<file path="src/rtl/ifetch_prefetch_if.sv">
// ifetch_prefetch_if
//   Bundles the fetch stage's ROM port, decode-side handshake and control
//   inputs so that the fetch unit and its environment share one port list.
//
//   Signals
//     imem_req / imem_addr   ROM read strobe and address (fetch unit -> ROM)
//     imem_rdata             ROM word for the previous cycle's request
//     out_valid / out_ready  queue-head handshake to decode; an entry moves
//                            on a cycle where both are high at the rising
//                            edge. out_valid does not depend on out_ready.
//     out_instr / out_pc     queue-head payload, meaningful while out_valid
//     redirect / redirect_pc branch/jump pulse and its new fetch address
//     halt / halted          halt request in, registered halted status out
//     q_count                occupied queue entries
//     dbg_state              fetch FSM state (0 FETCH, 1 FULL, 2 HALTED)
//
//   Modports
//     master  the fetch unit
//     slave   the surrounding CPU / ROM / testbench
interface ifetch_prefetch_if #(
    parameter int PC_W    = 10,
    parameter int INSTR_W = 10,
    parameter int DEPTH   = 4
);
    localparam int CNT_W = $clog2(DEPTH) + 1;

    logic               imem_req;
    logic [PC_W-1:0]    imem_addr;
    logic [INSTR_W-1:0] imem_rdata;
    logic               out_valid;
    logic [INSTR_W-1:0] out_instr;
    logic [PC_W-1:0]    out_pc;
    logic               out_ready;
    logic               redirect;
    logic [PC_W-1:0]    redirect_pc;
    logic               halt;
    logic               halted;
    logic [CNT_W-1:0]   q_count;
    logic [1:0]         dbg_state;

    modport master (
        output imem_req, imem_addr,
        input  imem_rdata,
        output out_valid, out_instr, out_pc,
        input  out_ready,
        input  redirect, redirect_pc, halt,
        output halted, q_count, dbg_state
    );

    modport slave (
        input  imem_req, imem_addr,
        output imem_rdata,
        input  out_valid, out_instr, out_pc,
        output out_ready,
        output redirect, redirect_pc, halt,
        input  halted, q_count, dbg_state
    );
endinterface

</file>
<file path="src/rtl/ifetch_prefetch.sv">
// ifetch_prefetch
//   Instruction fetch stage with a DEPTH-entry prefetch queue. Issues reads
//   to a one-cycle-latency instruction ROM, queues the returned words with
//   their PCs and hands them to decode over a valid/ready handshake.
//   A redirect flushes the queue, drops the in-flight word and restarts
//   fetch at redirect_pc. A halt stops issue for good (until rst) while
//   the queue keeps draining.
//
//   Ports
//     clk   rising-edge clock
//     rst   asynchronous, active-high reset
//     bus   ifetch_prefetch_if.master (ROM port, decode handshake,
//           redirect/halt control, status and debug state)
module ifetch_prefetch #(
    parameter int              PC_W     = 10,
    parameter int              INSTR_W  = 10,
    parameter int              DEPTH    = 4,
    parameter logic [PC_W-1:0] RESET_PC = '0
) (
    input  logic                clk,
    input  logic                rst,
    ifetch_prefetch_if.master   bus
);
    localparam int PTR_W = $clog2(DEPTH);
    localparam int CNT_W = PTR_W + 1;
    localparam logic [CNT_W:0] OCC_LIMIT = (CNT_W+1)'(DEPTH);

    typedef enum logic [1:0] {
        S_FETCH  = 2'd0,
        S_FULL   = 2'd1,
        S_HALTED = 2'd2
    } state_t;

    state_t             r_state;
    logic               r_halted;
    logic [PC_W-1:0]    r_fetch_pc;
    logic               r_inflight;
    logic [PC_W-1:0]    r_inflight_pc;
    logic [INSTR_W-1:0] r_mem_instr [DEPTH];
    logic [PC_W-1:0]    r_mem_pc    [DEPTH];
    logic [PTR_W-1:0]   r_wr_ptr;
    logic [PTR_W-1:0]   r_rd_ptr;
    logic [CNT_W-1:0]   r_count;

    logic               w_out_valid;
    logic [CNT_W:0]     w_occ;
    logic               w_space;
    logic               w_issue;
    logic               w_push;
    logic               w_pop;
    logic [CNT_W-1:0]   w_count_next;
    logic [CNT_W:0]     w_occ_next;
    logic               w_space_next;

    assign w_out_valid = (r_count != '0);

    // Occupancy counts the in-flight word as already queued; a pop in the
    // same cycle does not free space until the next cycle.
    assign w_occ   = {1'b0, r_count} + {{CNT_W{1'b0}}, r_inflight};
    assign w_space = (w_occ < OCC_LIMIT);

    assign w_issue = (r_state == S_FETCH) && w_space && !bus.redirect && !bus.halt;
    assign w_push  = r_inflight && !bus.redirect;
    assign w_pop   = w_out_valid && bus.out_ready && !bus.redirect;

    always_comb begin
        w_count_next = r_count;
        if (bus.redirect) begin
            w_count_next = '0;
        end else if (w_push && !w_pop) begin
            w_count_next = r_count + CNT_W'(1);
        end else if (!w_push && w_pop) begin
            w_count_next = r_count - CNT_W'(1);
        end
    end

    // The FSM moves on next-cycle occupancy so that FETCH always means
    // "space available now" and no issue slot is lost after a stall.
    assign w_occ_next   = {1'b0, w_count_next} + {{CNT_W{1'b0}}, w_issue};
    assign w_space_next = (w_occ_next < OCC_LIMIT);

    always_ff @(posedge clk or posedge rst) begin
        if (rst) begin
            r_state  <= S_FETCH;
            r_halted <= 1'b0;
        end else begin
            case (r_state)
                S_HALTED: r_state <= S_HALTED;
                default: begin
                    if (bus.halt) begin
                        r_state <= S_HALTED;
                    end else if (w_space_next) begin
                        r_state <= S_FETCH;
                    end else begin
                        r_state <= S_FULL;
                    end
                end
            endcase
            if (bus.halt) begin
                r_halted <= 1'b1;
            end
        end
    end

    always_ff @(posedge clk or posedge rst) begin
        if (rst) begin
            r_fetch_pc    <= RESET_PC;
            r_inflight    <= 1'b0;
            r_inflight_pc <= '0;
            r_wr_ptr      <= '0;
            r_rd_ptr      <= '0;
            r_count       <= '0;
            for (int i = 0; i < DEPTH; i++) begin
                r_mem_instr[i] <= '0;
                r_mem_pc[i]    <= '0;
            end
        end else begin
            r_count    <= w_count_next;
            r_inflight <= w_issue;
            if (bus.redirect) begin
                r_fetch_pc <= bus.redirect_pc;
                r_wr_ptr   <= '0;
                r_rd_ptr   <= '0;
            end else begin
                if (w_issue) begin
                    r_fetch_pc    <= r_fetch_pc + PC_W'(1);
                    r_inflight_pc <= r_fetch_pc;
                end
                if (w_push) begin
                    r_mem_instr[r_wr_ptr] <= bus.imem_rdata;
                    r_mem_pc[r_wr_ptr]    <= r_inflight_pc;
                    r_wr_ptr              <= r_wr_ptr + PTR_W'(1);
                end
                if (w_pop) begin
                    r_rd_ptr <= r_rd_ptr + PTR_W'(1);
                end
            end
        end
    end

    // rst gates only the output strobe so the ROM sees no read while in
    // reset; internal issue logic stays free of the reset net.
    assign bus.imem_req  = w_issue && !rst;
    assign bus.imem_addr = r_fetch_pc;
    assign bus.out_valid = w_out_valid;
    assign bus.out_instr = r_mem_instr[r_rd_ptr];
    assign bus.out_pc    = r_mem_pc[r_rd_ptr];
    assign bus.halted    = r_halted;
    assign bus.q_count   = r_count;
    assign bus.dbg_state = r_state;
endmodule
</file>
<file path="src/flat_wrapper.sv">
// flat-port wrapper written by rule: the top's interface ports become plain ports
module ifetch_prefetch_flat 
#(
    parameter int              PC_W     = 10,
    parameter int              INSTR_W  = 10,
    parameter int              DEPTH    = 4,
    parameter logic [PC_W-1:0] RESET_PC = '0
)
  (clk, rst, bus_imem_req, bus_imem_addr, bus_imem_rdata, bus_out_valid, bus_out_instr, bus_out_pc, bus_out_ready, bus_redirect, bus_redirect_pc, bus_halt, bus_halted, bus_q_count, bus_dbg_state);
  ifetch_prefetch_if #(.PC_W(PC_W), .INSTR_W(INSTR_W), .DEPTH(DEPTH)) bus_i ();
  input  logic clk;
  input  logic rst;
  output wire logic [$bits(bus_i.imem_req)-1:0] bus_imem_req;
  output wire logic [$bits(bus_i.imem_addr)-1:0] bus_imem_addr;
  input wire logic [$bits(bus_i.imem_rdata)-1:0] bus_imem_rdata;
  output wire logic [$bits(bus_i.out_valid)-1:0] bus_out_valid;
  output wire logic [$bits(bus_i.out_instr)-1:0] bus_out_instr;
  output wire logic [$bits(bus_i.out_pc)-1:0] bus_out_pc;
  input wire logic [$bits(bus_i.out_ready)-1:0] bus_out_ready;
  input wire logic [$bits(bus_i.redirect)-1:0] bus_redirect;
  input wire logic [$bits(bus_i.redirect_pc)-1:0] bus_redirect_pc;
  input wire logic [$bits(bus_i.halt)-1:0] bus_halt;
  output wire logic [$bits(bus_i.halted)-1:0] bus_halted;
  output wire logic [$bits(bus_i.q_count)-1:0] bus_q_count;
  output wire logic [$bits(bus_i.dbg_state)-1:0] bus_dbg_state;
  assign bus_imem_req = bus_i.imem_req;
  assign bus_imem_addr = bus_i.imem_addr;
  assign bus_i.imem_rdata = bus_imem_rdata;
  assign bus_out_valid = bus_i.out_valid;
  assign bus_out_instr = bus_i.out_instr;
  assign bus_out_pc = bus_i.out_pc;
  assign bus_i.out_ready = bus_out_ready;
  assign bus_i.redirect = bus_redirect;
  assign bus_i.redirect_pc = bus_redirect_pc;
  assign bus_i.halt = bus_halt;
  assign bus_halted = bus_i.halted;
  assign bus_q_count = bus_i.q_count;
  assign bus_dbg_state = bus_i.dbg_state;
  ifetch_prefetch #(.PC_W(PC_W), .INSTR_W(INSTR_W), .DEPTH(DEPTH), .RESET_PC(RESET_PC)) u_core (.clk(clk), .rst(rst), .bus(bus_i));
endmodule
</file>
<file path="config.mk">
export PLATFORM = sky130hd
export DESIGN_NAME = ifetch_prefetch_flat
export DESIGN_NICKNAME = d
export VERILOG_FILES = /design/src/rtl/ifetch_prefetch_if.sv /design/src/rtl/ifetch_prefetch.sv /design/src/flat_wrapper.sv
export SDC_FILE = /design/constraint.sdc
export NUM_CORES = 1
export LEC_CHECK = 0
export BUFFER_PORTS_ARGS = -buffer_cell sky130_fd_sc_hd__clkbuf_2
export CAP_MARGIN = 15
export CORE_MARGIN = 2
export CORE_UTILIZATION = 40
export DETAILED_ROUTE_END_ITERATION = 10
export GPL_TIMING_DRIVEN = 0
export HOLD_SLACK_MARGIN = 0.15
export MAX_ROUTING_LAYER = met4
export SETUP_SLACK_MARGIN = 0.1
export SYNTH_ARGS = -nofsm -noshare
export SYNTH_HDL_FRONTEND = slang
export SYNTH_SLANG_ARGS = --single-unit
</file>
<file path="constraint.sdc">
create_clock -name clk -period 5.5 [get_ports clk]
set_input_delay 0.55 -clock clk [delete_from_list [all_inputs] [get_ports clk]]
set_output_delay 0.55 -clock clk [all_outputs]
set_load 0.01 [all_outputs]
</file>
==> impl_metrics.py <==
metrics = {
    "cells_and_area": {
        "multi_input_area_um2": 2060,
        "regArea_um2": 2780,
        "fillCellCount": 1103,
        "nets": 467,
        "drive_above_1_share_pct": 43.1,
        "syn_to_final_growth_pct": 17.8,
        "final_cells": 607,
        "num_antenna_cells": 0,
        "design_area_um2": 5830,
    },
    "power": {
        "irDropWorstVdd_mv": 0.177,
        "power_w": 0.00182,
        "clockPowerShare_pct": 38.9,
        "p_leak_nw": 2.88,
        "internal_power_w": 0.00136,
        "power_density_nw_per_um2": 312,
        "p_switching_w": 0.000458,
        "switching_share_pct": 25.2,
        "power_frac_comb_pct": 12.4,
        "seqPwrFrac_pct": 48.7,
    },
    "drt": {
        "vias": 3091,
        "drt_iter0_drc": 124,
        "drt-total-wl_um": 9820,
        "first_pass_iters": 4,
        "vias_per_cell": 5.09,
        "avgRoutedWirePerCell_um": 16.2,
        "route.detailed.drc": 0,
        "ant_nets": 0,
    },
    "die": {
        "dieWidth_um": 115,
        "die_h_um": 115,
        "core_area_um2": 12100,
        "start_util_pct": 41.0,
        "ios": 63,
        "die_area_um2": 13300,
        "rows": 40,
    },
    "clock_network": {
        "holdBufCountCts": 0,
        "post_cts_buffers": 0,
        "clk_latency_ps": 340,
        "cts_tree": "yes",
        "cts.sink_count": 111,
        "cts_htree_levels": 3,
        "cts_buffers": 9,
        "root_buffer": "clkbuf_16",
        "cts.path.max_buffers": 2,
        "clkTransAtPathRegs_ps": 70,
        "cts_resized": 0,
    },
    "timing": {
        "fmax_mhz": 352,
        "worstMarginPinSlew_ps": 778,
        "slew_headroom_pct": 48.1,
        "hold_violations": 0,
        "rsz0062_at_grt": "no",
        "clock_skew_ps": 6.21,
        "maxSlewViolCount": 0,
        "min_period_ps": 2840,
        "final-setup-viol-count": 0,
        "fin_setup_tns_ps": 0,
        "period_share_pct": 51.7,
    },
    "global_route": {
        "grt_max_degree": 64,
        "antenna_found_initial": 0,
        "overflow": 0,
        "grt_pass1_vias": 3243,
        "grtUsageTotal_pct": 16.8,
        "grt_pass1_wl_um": 16700,
    },
    "logic_synthesis": {
        "ys_ff_latch": 111,
        "yosysUniqueCellTypes": 38,
        "synth_area_um2": 4940,
        "syn_nets": 393,
        "ys_seq_area_share_pct": 56.2,
        "synth.avg_cell_area_um2": 13.7,
        "yosys_warnings": 0,
        "netlist_instances": 360,
    },
    "placement": {
        "place_congestion": 0.748,
        "hpwl_um": 6780,
        "port_buffers": 62,
        "placed_area_um2": 5500,
        "placedCellCount": 591,
    },
    "status": {
        "status": "finished clean",
    },
    "worst_setup_path": {
        "worst_setup_path_start_kind": "register",
        "critical_path_class": "register to output pin",
        "crit_path_max_fanout": 10,
        "arrival_ps": 2290,
        "required_ps": 4950,
        "worst_setup_path_end_kind": "output pin",
    },
    "min_path": {
        "hp-class": "input port to asynchronous set/reset pin",
    },
    "run": {
        "cap_violations": 0,
    },
}
[flip-flops by register name, summed over array words and instances (netlist names)]
register              flops
u_core.bus.q_count        3
u_core.bus.imem_addr     10
u_core.r_mem_instr       40
u_core.r_inflight         1
u_core.r_wr_ptr           2
u_core.bus.halted         1
u_core.r_inflight_pc     10
u_core.r_mem_pc          40
u_core.bus.dbg_state      2
u_core.r_rd_ptr           2
[routing by layer]
layer | track usage [%] | wire length (um)
met1 | 22.8 | 4730
met2 | 26.3 | 4700
met5 | - | 0
met3 | 2.37 | 268
met4 | 5.54 | 123
[Yosys cell counts]
cell type    n  share of area (%)
mux2i_1      1               0.20
nor3b_1      1               0.15
a221o_1      3               0.61
maj3_1       1               0.20
a22oi_1      3               0.46
a21bo_2      1               0.20
o21ai_0      7               0.71
xnor2_1      3               0.53
xor2_1       2               0.35
and3_1       1               0.13
mux2_2      81                 18
nor4_1       1               0.13
nor2_1      15                1.1
inv_2        1              0.076
nor2b_1      1               0.13
nand3_1      4               0.40
mux4_2      20                9.1
nor3_1       1               0.10
ha_1         8                2.0
or4_1        1               0.15
dfrtp_1    111                 56
a31oi_1      1               0.13
nand3b_1     1               0.15
a311o_1      1               0.20
or3_1        1               0.13
o211ai_1     2               0.30
nand2_1     46                3.5
a21oi_1      3               0.30
clkbuf_1    13               0.99
o311ai_1     3               0.53
and2_1       1               0.13
nand2b_1     2               0.25
nand4_1      3               0.38
o2bb2ai_1    1               0.18
buf_2        5               0.51
or2_2        1               0.13
inv_1        8               0.61
a41oi_1      1               0.18
[stage by stage]
| step | hold WS (ps) | setup slack, ps | util (%) |
|---|---|---|---|
| final | 291 | 2660 | 48.3 |
| after global placement | 452 | 790 | 45.3 |
| after detailed placement | 449 | 2710 | 45.6 |
| after CTS | 323 | 2640 | 48.3 |
| after floorplan | 474 | 2020 | - |
| after global routing | 365 | 2520 | 48.3 |
[cell type report]
type	count	share of cell area [%]
multi-input combinational	222	35.3
clock buffer	10	4.10
tap	168	3.61
timing repair buffer	63	5.80
buffer	18	1.27
clock inverter	6	1.59
inverter	9	0.623
sequential	111	47.7
[cell families after synthesis]
family,Yosys count,synth area share (%)
fa+ha+maj,9,2.23
xor+xnor,5,0.886
compound gates,26,3.80
buf+inv,27,2.18
mux,102,27.8
simple gates,80,6.98
flops,111,56.2
[worst max-delay path, stage by stage, from the launching register on]
cell	delay (ps)
dfrtp_1	410
or4_1	500
a311o_1	380
buf_2	230
buf_2	200
nor2_1	100
clkbuf_2	140
[path summary, 6_finish.rpt]
| check | startpoint | cells past startpoint | slack (ps) | to |
|---|---|---|---|---|
| setup / recovery | u_core.bus.q_count[2] | 6 | 2660 | bus_imem_req |
| hold / removal | rst | 2 | 290 | u_core.r_inflight_pc[5] |
| setup reg to reg | u_core.bus.q_count[2] | 6 | 3450 | u_core.bus.imem_addr[3] |
| hold reg to reg | u_core.bus.halted | 1 | 480 | u_core.bus.halted |
| max in group asynchronous | rst | 3 | 4500 | u_core.r_mem_pc[38] |
| min in group clk | bus_redirect_pc[4] | 3 | 430 | u_core.bus.imem_addr[4] |
[placed cells by master, fill, tap and decap left out, types with 2 or more instances in the layout]
| cell | synthesis | layout |
|---|---|---|
| dfrtp_1 | 111 | 111 |
| mux2_2 | 81 | 81 |
| clkbuf_2 | 0 | 62 |
| nand2_1 | 46 | 46 |
| mux4_2 | 20 | 20 |
| nor2_1 | 15 | 15 |
| clkbuf_1 | 13 | 13 |
| clkbuf_16 | 0 | 9 |
| ha_1 | 8 | 8 |
| inv_1 | 8 | 7 |
| o21ai_0 | 7 | 7 |
| buf_2 | 5 | 5 |
| nand3_1 | 4 | 4 |
| a21oi_1 | 3 | 3 |
| a22oi_1 | 3 | 3 |
| xnor2_1 | 3 | 3 |
| a221o_1 | 3 | 3 |
| o311ai_1 | 3 | 3 |
| nand4_1 | 3 | 3 |
| nand2b_1 | 2 | 2 |
| xor2_1 | 2 | 2 |
| o211ai_1 | 2 | 2 |
| clkinvlp_4 | 0 | 2 |
| bufinv_16 | 0 | 2 |
[power by group through the flow]
stage                     Combinational, W  Sequential (W)  Clock, W
after floorplan                   0.000145        0.000895         0
after global placement            0.000220        0.000899         0
after detailed placement          0.000228        0.000900         0
after CTS                         0.000229        0.000884  0.000724
after global routing              0.000251        0.000890  0.000755
final                             0.000225        0.000884  0.000706
(Power assumes the default switching activity.)
